[src/rtl/spi_msg_arbiter.sv]
// Round-robin drain of four SPI channel FIFOs into one framed word stream
// (channel tag, SOP/EOP), running on the FIFO read-side system clock.
module spi_msg_arbiter #(
    parameter int N_CH    = 4,
    parameter int HOLDOFF = 3
) (
    input  logic                SYS_CLK,
    input  logic                RST,
    input  logic [N_CH-1:0]     CH_EN,
    input  logic [N_CH-1:0]     GOT_FULL_MSG,
    input  logic [8*N_CH-1:0]   MSG_LEN,
    input  logic [16*N_CH-1:0]  FIFO_Q,
    output logic [N_CH-1:0]     RD_REQ,
    input  logic                OUT_READY,
    output logic [15:0]         OUT_DATA,
    output logic                OUT_VALID,
    output logic                OUT_SOP,
    output logic                OUT_EOP,
    output logic [1:0]          OUT_CH,
    output logic                BUSY
);

    typedef enum logic [1:0] {
        S_IDLE = 2'd0,
        S_READ = 2'd1,
        S_GAP  = 2'd2
    } state_t;

    localparam logic [3:0] HOLDOFF_CNT = 4'(HOLDOFF);

    state_t      state_q, state_d;
    logic [7:0]  word_cnt_q, word_cnt_d;
    logic [3:0]  gap_cnt_q, gap_cnt_d;
    logic        first_q, first_d;
    logic [1:0]  cur_ch_q, cur_ch_d;
    logic [1:0]  last_ch_q, last_ch_d;
    logic [1:0]  out_ch_q, out_ch_d;
    logic        out_valid_q, out_sop_q, out_eop_q;

    logic [7:0]      len_arr  [N_CH];
    logic [15:0]     data_arr [N_CH];
    logic [N_CH-1:0] req;
    logic            grant_valid;
    logic [1:0]      grant_ch;
    logic [1:0]      cand;
    logic            rd_issue;

    assign rd_issue = OUT_READY && (state_q == S_READ) && !RST;

    genvar gi;
    generate
        for (gi = 0; gi < N_CH; gi++) begin : g_ch
            assign len_arr[gi]  = MSG_LEN[8*gi +: 8];
            assign data_arr[gi] = FIFO_Q[16*gi +: 16];
            assign RD_REQ[gi]   = rd_issue && (cur_ch_q == 2'(gi));
        end
    endgenerate

    // Scan from the largest offset down so the nearest channel after last_ch wins.
    always_comb begin
        req         = GOT_FULL_MSG & CH_EN;
        grant_valid = 1'b0;
        grant_ch    = last_ch_q;
        cand        = last_ch_q;
        for (int i = N_CH; i >= 1; i--) begin
            cand = last_ch_q + 2'(i);
            if (req[cand]) begin
                grant_valid = 1'b1;
                grant_ch    = cand;
            end
        end
    end

    always_comb begin
        state_d    = state_q;
        word_cnt_d = word_cnt_q;
        gap_cnt_d  = gap_cnt_q;
        first_d    = first_q;
        cur_ch_d   = cur_ch_q;
        last_ch_d  = last_ch_q;
        out_ch_d   = out_ch_q;
        case (state_q)
            S_IDLE: begin
                if (grant_valid) begin
                    cur_ch_d   = grant_ch;
                    last_ch_d  = grant_ch;
                    out_ch_d   = grant_ch;
                    word_cnt_d = len_arr[grant_ch];
                    first_d    = 1'b1;
                    state_d    = S_READ;
                end
            end
            S_READ: begin
                // A length of 0 wraps through 255 and so drains 256 words.
                if (rd_issue) begin
                    word_cnt_d = word_cnt_q - 8'd1;
                    first_d    = 1'b0;
                    if (word_cnt_q == 8'd1) begin
                        state_d   = S_GAP;
                        gap_cnt_d = HOLDOFF_CNT;
                    end
                end
            end
            S_GAP: begin
                gap_cnt_d = gap_cnt_q - 4'd1;
                if (gap_cnt_q == 4'd1) begin
                    state_d = S_IDLE;
                end
            end
            default: state_d = S_IDLE;
        endcase
    end

    always_ff @(posedge SYS_CLK) begin
        if (RST) begin
            state_q     <= S_IDLE;
            word_cnt_q  <= '0;
            gap_cnt_q   <= '0;
            first_q     <= 1'b0;
            cur_ch_q    <= 2'd0;
            last_ch_q   <= 2'd3;
            out_ch_q    <= 2'd0;
            out_valid_q <= 1'b0;
            out_sop_q   <= 1'b0;
            out_eop_q   <= 1'b0;
        end else begin
            state_q     <= state_d;
            word_cnt_q  <= word_cnt_d;
            gap_cnt_q   <= gap_cnt_d;
            first_q     <= first_d;
            cur_ch_q    <= cur_ch_d;
            last_ch_q   <= last_ch_d;
            out_ch_q    <= out_ch_d;
            out_valid_q <= rd_issue;
            out_sop_q   <= rd_issue && first_q;
            out_eop_q   <= rd_issue && (word_cnt_q == 8'd1);
        end
    end

    assign OUT_DATA  = data_arr[cur_ch_q];
    assign OUT_VALID = out_valid_q;
    assign OUT_SOP   = out_sop_q;
    assign OUT_EOP   = out_eop_q;
    assign OUT_CH    = out_ch_q;
    assign BUSY      = (state_q == S_READ) || (state_q == S_GAP);

endmodule

[config.mk]
export PLATFORM = sky130hd
export DESIGN_NAME = spi_msg_arbiter
export DESIGN_NICKNAME = d
export VERILOG_FILES = /design/src/rtl/spi_msg_arbiter.sv
export SDC_FILE = /design/constraint.sdc
export NUM_CORES = 1
export LEC_CHECK = 0
export CORE_MARGIN = 2
export CORE_UTILIZATION = 37
export DETAILED_ROUTE_END_ITERATION = 8
export GPL_ROUTABILITY_DRIVEN = 0
export PLACE_DENSITY = 0.82
export SETUP_SLACK_MARGIN = 0.1
export SLEW_MARGIN = 15
export SYNTH_ARGS = -nofsm -noshare
export SYNTH_HDL_FRONTEND = slang
export SYNTH_SLANG_ARGS = --single-unit
[constraint.sdc]
create_clock -name SYS_CLK -period 2.4 [get_ports SYS_CLK]
set_input_delay 0.48 -clock SYS_CLK [delete_from_list [all_inputs] [get_ports SYS_CLK]]
set_output_delay 0.48 -clock SYS_CLK [all_outputs]
set_load 0.01 [all_outputs]
## Word-level counts from Yosys, hierarchy flattened

Cells that the tools add are included.

| cells by class | value |
|---|---|
| reductions and logical operators | 18 |
| equality and inequality tests | 11 |
| $add $sub $neg | 5 |
| muxes and demuxes | 35 |
| bitwise gates (word level) | 3 |
| magnitude comparators | 6 |

Operator list:

| kind | count |
|---|---|
| $bmux 16 s2 | 1 |
| $mux 16 | 2 |
| $mux 8 | 4 |
| $bmux 8 s2 | 1 |
| $pmux 8 s2 | 1 |
| $mux 2 | 7 |
| $lt 2x3->1 const B | 4 |
| $mux 1 | 10 |
| $bmux 1 s2 | 4 |
| $eq 8x1->1 const B | 1 |
| $logic_and 1x1->1 | 8 |
| $mux 4 | 2 |
| $pmux 4 s2 | 1 |
| $sub 8x1->8 const B | 1 |
| $eq 2x2->1 const B | 3 |
| $ge 3x3->1 const B | 2 |
| $ne 2x2->1 const B | 3 |
| $not 2->3 | 2 |
| $pmux 2 s3 | 1 |
| $reduce_and 3->1 | 2 |
| $add 2x2->2 const B | 2 |
| $and 4x4->4 | 1 |
| $eq 2x1->1 const B | 2 |
| $eq 4x1->1 const B | 1 |
| 10 further kinds | 12 |

| storage, ports and cells | value |
|---|---|
| logic and storage cells | 87 |
| register bits after elaboration | 22 |
| bits of input ports | 107 |
| output and inout port bits | 26 |

## Longest topological paths before layout

| logic depth | value |
|---|---|
| depth after elaboration | 12 |
| depth in mapped cells | 10 |
| depth with buffers taken out | 9 |

## Worst setup path after synthesis

Ideal clock, no wire load.

| timing path | value |
|---|---|
| path type | input port to flip-flop |
| start | input GOT_FULL_MSG[3] |
| end | register word_cnt_q[4] |
| stages | 7 |
| path buffers | 1 |
| data required time | 2321 ps |
| setup time | 79 ps |
| path slack | 499 ps |
| data arrival time | 1822 ps |
| path through | and3b_1 -> a211oi_4 -> buf_6 -> nand3_2 -> and3_1 -> a311o_1 -> a211oi_2 |

| between the ends | value |
|---|---|
| word-level cells in the longest chain between the ends | 12 |
| elaborated cells on any way between the ends | 24 |
| those cells by class | eq/ne (1); mux (20); bitwise (2); reduce/logical (1) |

Ends and longest elaborated chain:

| what | RTL line | RTL |
|---|---|---|
| start: declaration | 10 | `input logic [N_CH-1:0] GOT_FULL_MSG,` |
| $and 4x4->4 (*) | 61 | `req = GOT_FULL_MSG & CH_EN;` |
| $bmux 1 s2 | 67 | `if (req[cand]) begin` |
| $mux 1 (implied by the code) | 67 |  |
| $mux 2 (3 in a row) | 67 |  |
| $not 2->3 (implied by the code) | 88 | `word_cnt_d = len_arr[grant_ch];` |
| $bmux 8 s2 | 88 |  |
| $mux 8 (implied by the code) (2 in a row) | 88 |  |
| $mux 8 | 84 | `if (grant_valid) begin` |
| $pmux 8 s2 | 82 | `case (state_q)` |
| end signal: assignment | 128 | `word_cnt_q <= word_cnt_d;` |
| end: declaration | 32 | `logic [7:0] word_cnt_q, word_cnt_d;` |

Mark *: on every way between the ends. The rest lies on a longest branch, timed or not. The select of a mux whose other input is x is not followed.
A chain may end at the register's enable or synchronous reset.

## Worst setup path in the final report

| timing path | value |
|---|---|
| start | input OUT_READY |
| end | output RD_REQ[0] |

| between the ends | value |
|---|---|
| word-level cells in the longest chain between the ends | 3 |

Ends and longest elaborated chain:

| what | RTL line | RTL |
|---|---|---|
| start: declaration | 14 | `input logic OUT_READY,` |
| $logic_and 1x1->1 (2 in a row) | 48 | `assign rd_issue = OUT_READY && (state_q == S_READ) && !RST;` |
| $logic_and 1x1->1 | 55 | `assign RD_REQ[gi] = rd_issue && (cur_ch_q == 2'(gi));` |
| end: declaration | 13 | `output logic [N_CH-1:0] RD_REQ,` |

No other way between the ends.

==> impl_results.md <==
- Worst-path clk slew: about 80 ps
- Critical Path Sink Type: output port
- Remaining global-route overflow: 0
- Count leader, synth: dfxtp_1
- Worst R2R End: word_cnt_q[7]
- First-pass GRT wire length: approximately 12 mm
- Top FF cell, synth: dfxtp_1
- Synth unique cells: 55
- Mapped Cells: between 200 and 250
- WHS: between 400 and 500 ps
- Routed Antenna Nets: 0
- Antenna diodes: 0
- Pre-CTS worst setup slack: -111.0 ps
- Final worst setup slack: about 130 ps
- I/O Buffers: approximately 130
- Final period util: a little over nine tenths
- Die Footprint: ~6200 sq um
- Reg2reg start: last_ch_q[1]
- DRC viols: 0
- Post-synth EDFFs: 0
- Layout cells sized above 1: between 20% and 30%
- # hold bufs at CTS: 0
- Die W: between 70 and 80 um
- Commonest cells post-synth: dfxtp_1, nand3_1, o21ai_0, nand2_1, nor2_1
- FILL cells: 452
- Warnings from Yosys: 0
- 1st-pass router iterations: 4
- Non-Filler Instances: 471
- Core area: 5439 sq um
- Nets: approximately 500
- Half-perimeter wire length after placement: ~6.0 mm
- Sequential fraction of the synthesis area: 21.48%
- Largest net degree at the start of global routing: 22
- Vias in the first global route: 2608
- Mapped Area: 2051 sq um
- Final setup fails: 0
- CTS tree: built
- Pins Over Slew Limit: 0
- Final Hold Viols: 0
- RSZ-0062 raised after global routing: no
- Tot GR Track Use: 23.83%
- Crit path max fanout: 2
- Clock tree root buffer cell: clkbuf_8
- Post-Route WL: around 7.5 mm
- Clock Latency Late Sink: between 200 and 300 ps
- Routed vias/inst: 5.452
- Max Clock Freq: between 400 and 500 MHz
- Syn_nets: roughly 350
- Status: complete, no violations
- Leakage power: between 1.5 and 2 nW
- H-tree depth: 1
- CTS buffer count: 3
- DR iter-0 viols: a little under 100
- R2R cell count: 7
- Vias: ~2600
- Worst Tran Pin Value: between 500 and 600 ps
- Setup Skew: a little under 8 ps
- Critical path arrival: about 1800 ps
- Area Growth Syn to Fin: 84.38%
- Initial core utilization: around 38%
- Die Y: between 70 and 80 um
- Reg2Reg Setup Slack: roughly 270 ps
- Routed length per instance: roughly 16 um
- Crit start category: input port
- Rel. slew slack: between 60% and 70%
- Hold Crit Class: reg2reg
- Async SR Flop Fraction: 0%
- Setup TNS: 0 ps
- Post-synth top area share: between 20 and 25%
- Initial antenna violation count: 0
- Post-placement cell count: 461
- Synth top area cells: dfxtp_1, mux4_2, nand3_1
- CTS max path bufs: 2
- Total Power: around 3.2 mW
- Cell Rows: 27
- Reported max-cap violation count: 0
- Clk sinks: 22
- Avg Cell Area, Syn: slightly below 9 sq um
- #FFs+latches synth: 22
- Synth area leader: dfxtp_1
- Power Density: 833.5 nW/um^2
- Crit Path Category: in2out
- Worst Setup EP: RD_REQ[0]
- Crit path from: OUT_READY
- Max IR drop VDD: around 370 uV
- CP required: ~1900 ps
- Top Ports: 133
- Fin crit period: between 2000 and 2500 ps
-- report_power, final --
group | internal [mW] | switching, mW
combinational | 1.14 | 1.04
clock | 0.223 | 0.120
sequential | 0.493 | 0.139
-- how the worst min path moves through the flow --
stage                       start  endpoint  cells after the start
after floorplan           first_q   OUT_SOP                      1
after global placement    first_q   OUT_SOP                      1
after detailed placement  first_q   OUT_SOP                      1
after CTS                 first_q   OUT_SOP                      1
after global routing      first_q   OUT_SOP                      1
final                     first_q   OUT_SOP                      1
-- logic make-up (layout without fill, tap and decap cells) --
| group | Yosys count | in the layout | synth area share (%) |
|---|---|---|---|
| XOR/XNOR | 2 | 2 | 0.8543 |
| AND/OR/NAND/NOR | 95 | 95 | 24.95 |
| AO/OA/AOI/OAI | 67 | 67 | 22.33 |
| buffers and inverters | 23 | 185 | 5.796 |
| adder cells (fa/ha/maj) | 8 | 8 | 4.881 |
| multiplexers | 20 | 20 | 19.71 |
| flip-flops | 22 | 22 | 21.48 |
-- stage by stage --
| step | util, % | instance area (sq um) |
|---|---|---|
| after global placement | 66.87 | 3637 |
| final | 69.52 | 3781 |
| after CTS | 68.76 | 3740 |
| after detailed placement | 66.87 | 3637 |
| after global routing | 69.52 | 3781 |
| after floorplan | - | 2051 |
-- critical path, stage by stage --
cell and delay (ps):
clkdlybuf4s50_1 450, nand3b_1 160, buf_4 180, buf_4 130
buf_4 130, nor3_2 110, buf_2 160
-- cells in the final DEF, fill, tap and decap left out, types with 3 or more instances in the layout --
master	count
mux4_2	16
and2_1	4
a21oi_1	11
dfxtp_1	21
nor2_1	15
o211ai_1	3
nor3_1	5
nand2_1	17
clkdlybuf4s50_1	105
a31oi_1	4
nand3b_1	3
nand3_1	21
clkbuf_8	3
ha_1	7
dlymetal6s2s_1	6
nand2b_1	3
mux2_2	3
and3_1	8
dlygate4sd2_1	20
buf_4	34
a22oi_1	5
o21ai_0	21
inv_1	9
nor2b_1	3
-- area by class of cell --
class                      count  area, sq um  area share [%]
clock inverter                 1        30.03          0.7942
inverter                      11        41.29           1.092
timing repair buffer         170         1630           43.12
multi-input combinational    192         1506           39.84
clock buffer                   3        41.29           1.092
tap                           72        90.09           2.383
sequential                    22        441.7           11.68
-- sequential cells by signal, indices dropped and copies added, names as in the netlist --
signal	count
first_q	1
state_q	2
OUT_CH	2
last_ch_q	2
OUT_EOP	1
OUT_SOP	1
word_cnt_q	8
gap_cnt_q	4
OUT_VALID	1
-- routing by layer --
metal  share of wire (%)  global-route usage, %  vias up
li1                    -                      -     1234
met3                  10                  5.517       18
met1                  36                  25.61     1177
met2                  51                  45.78      139
met4                 2.7                  7.368        0
met5                   0                      0        -
-- what timing repair did --
action	CTS	global route
cloned	1	1
setup buffers	3	1
setup endpoints to repair	20	11
gates resized for setup	27	13
pin swaps	0	4
Power figures use the tool's default switching activity.
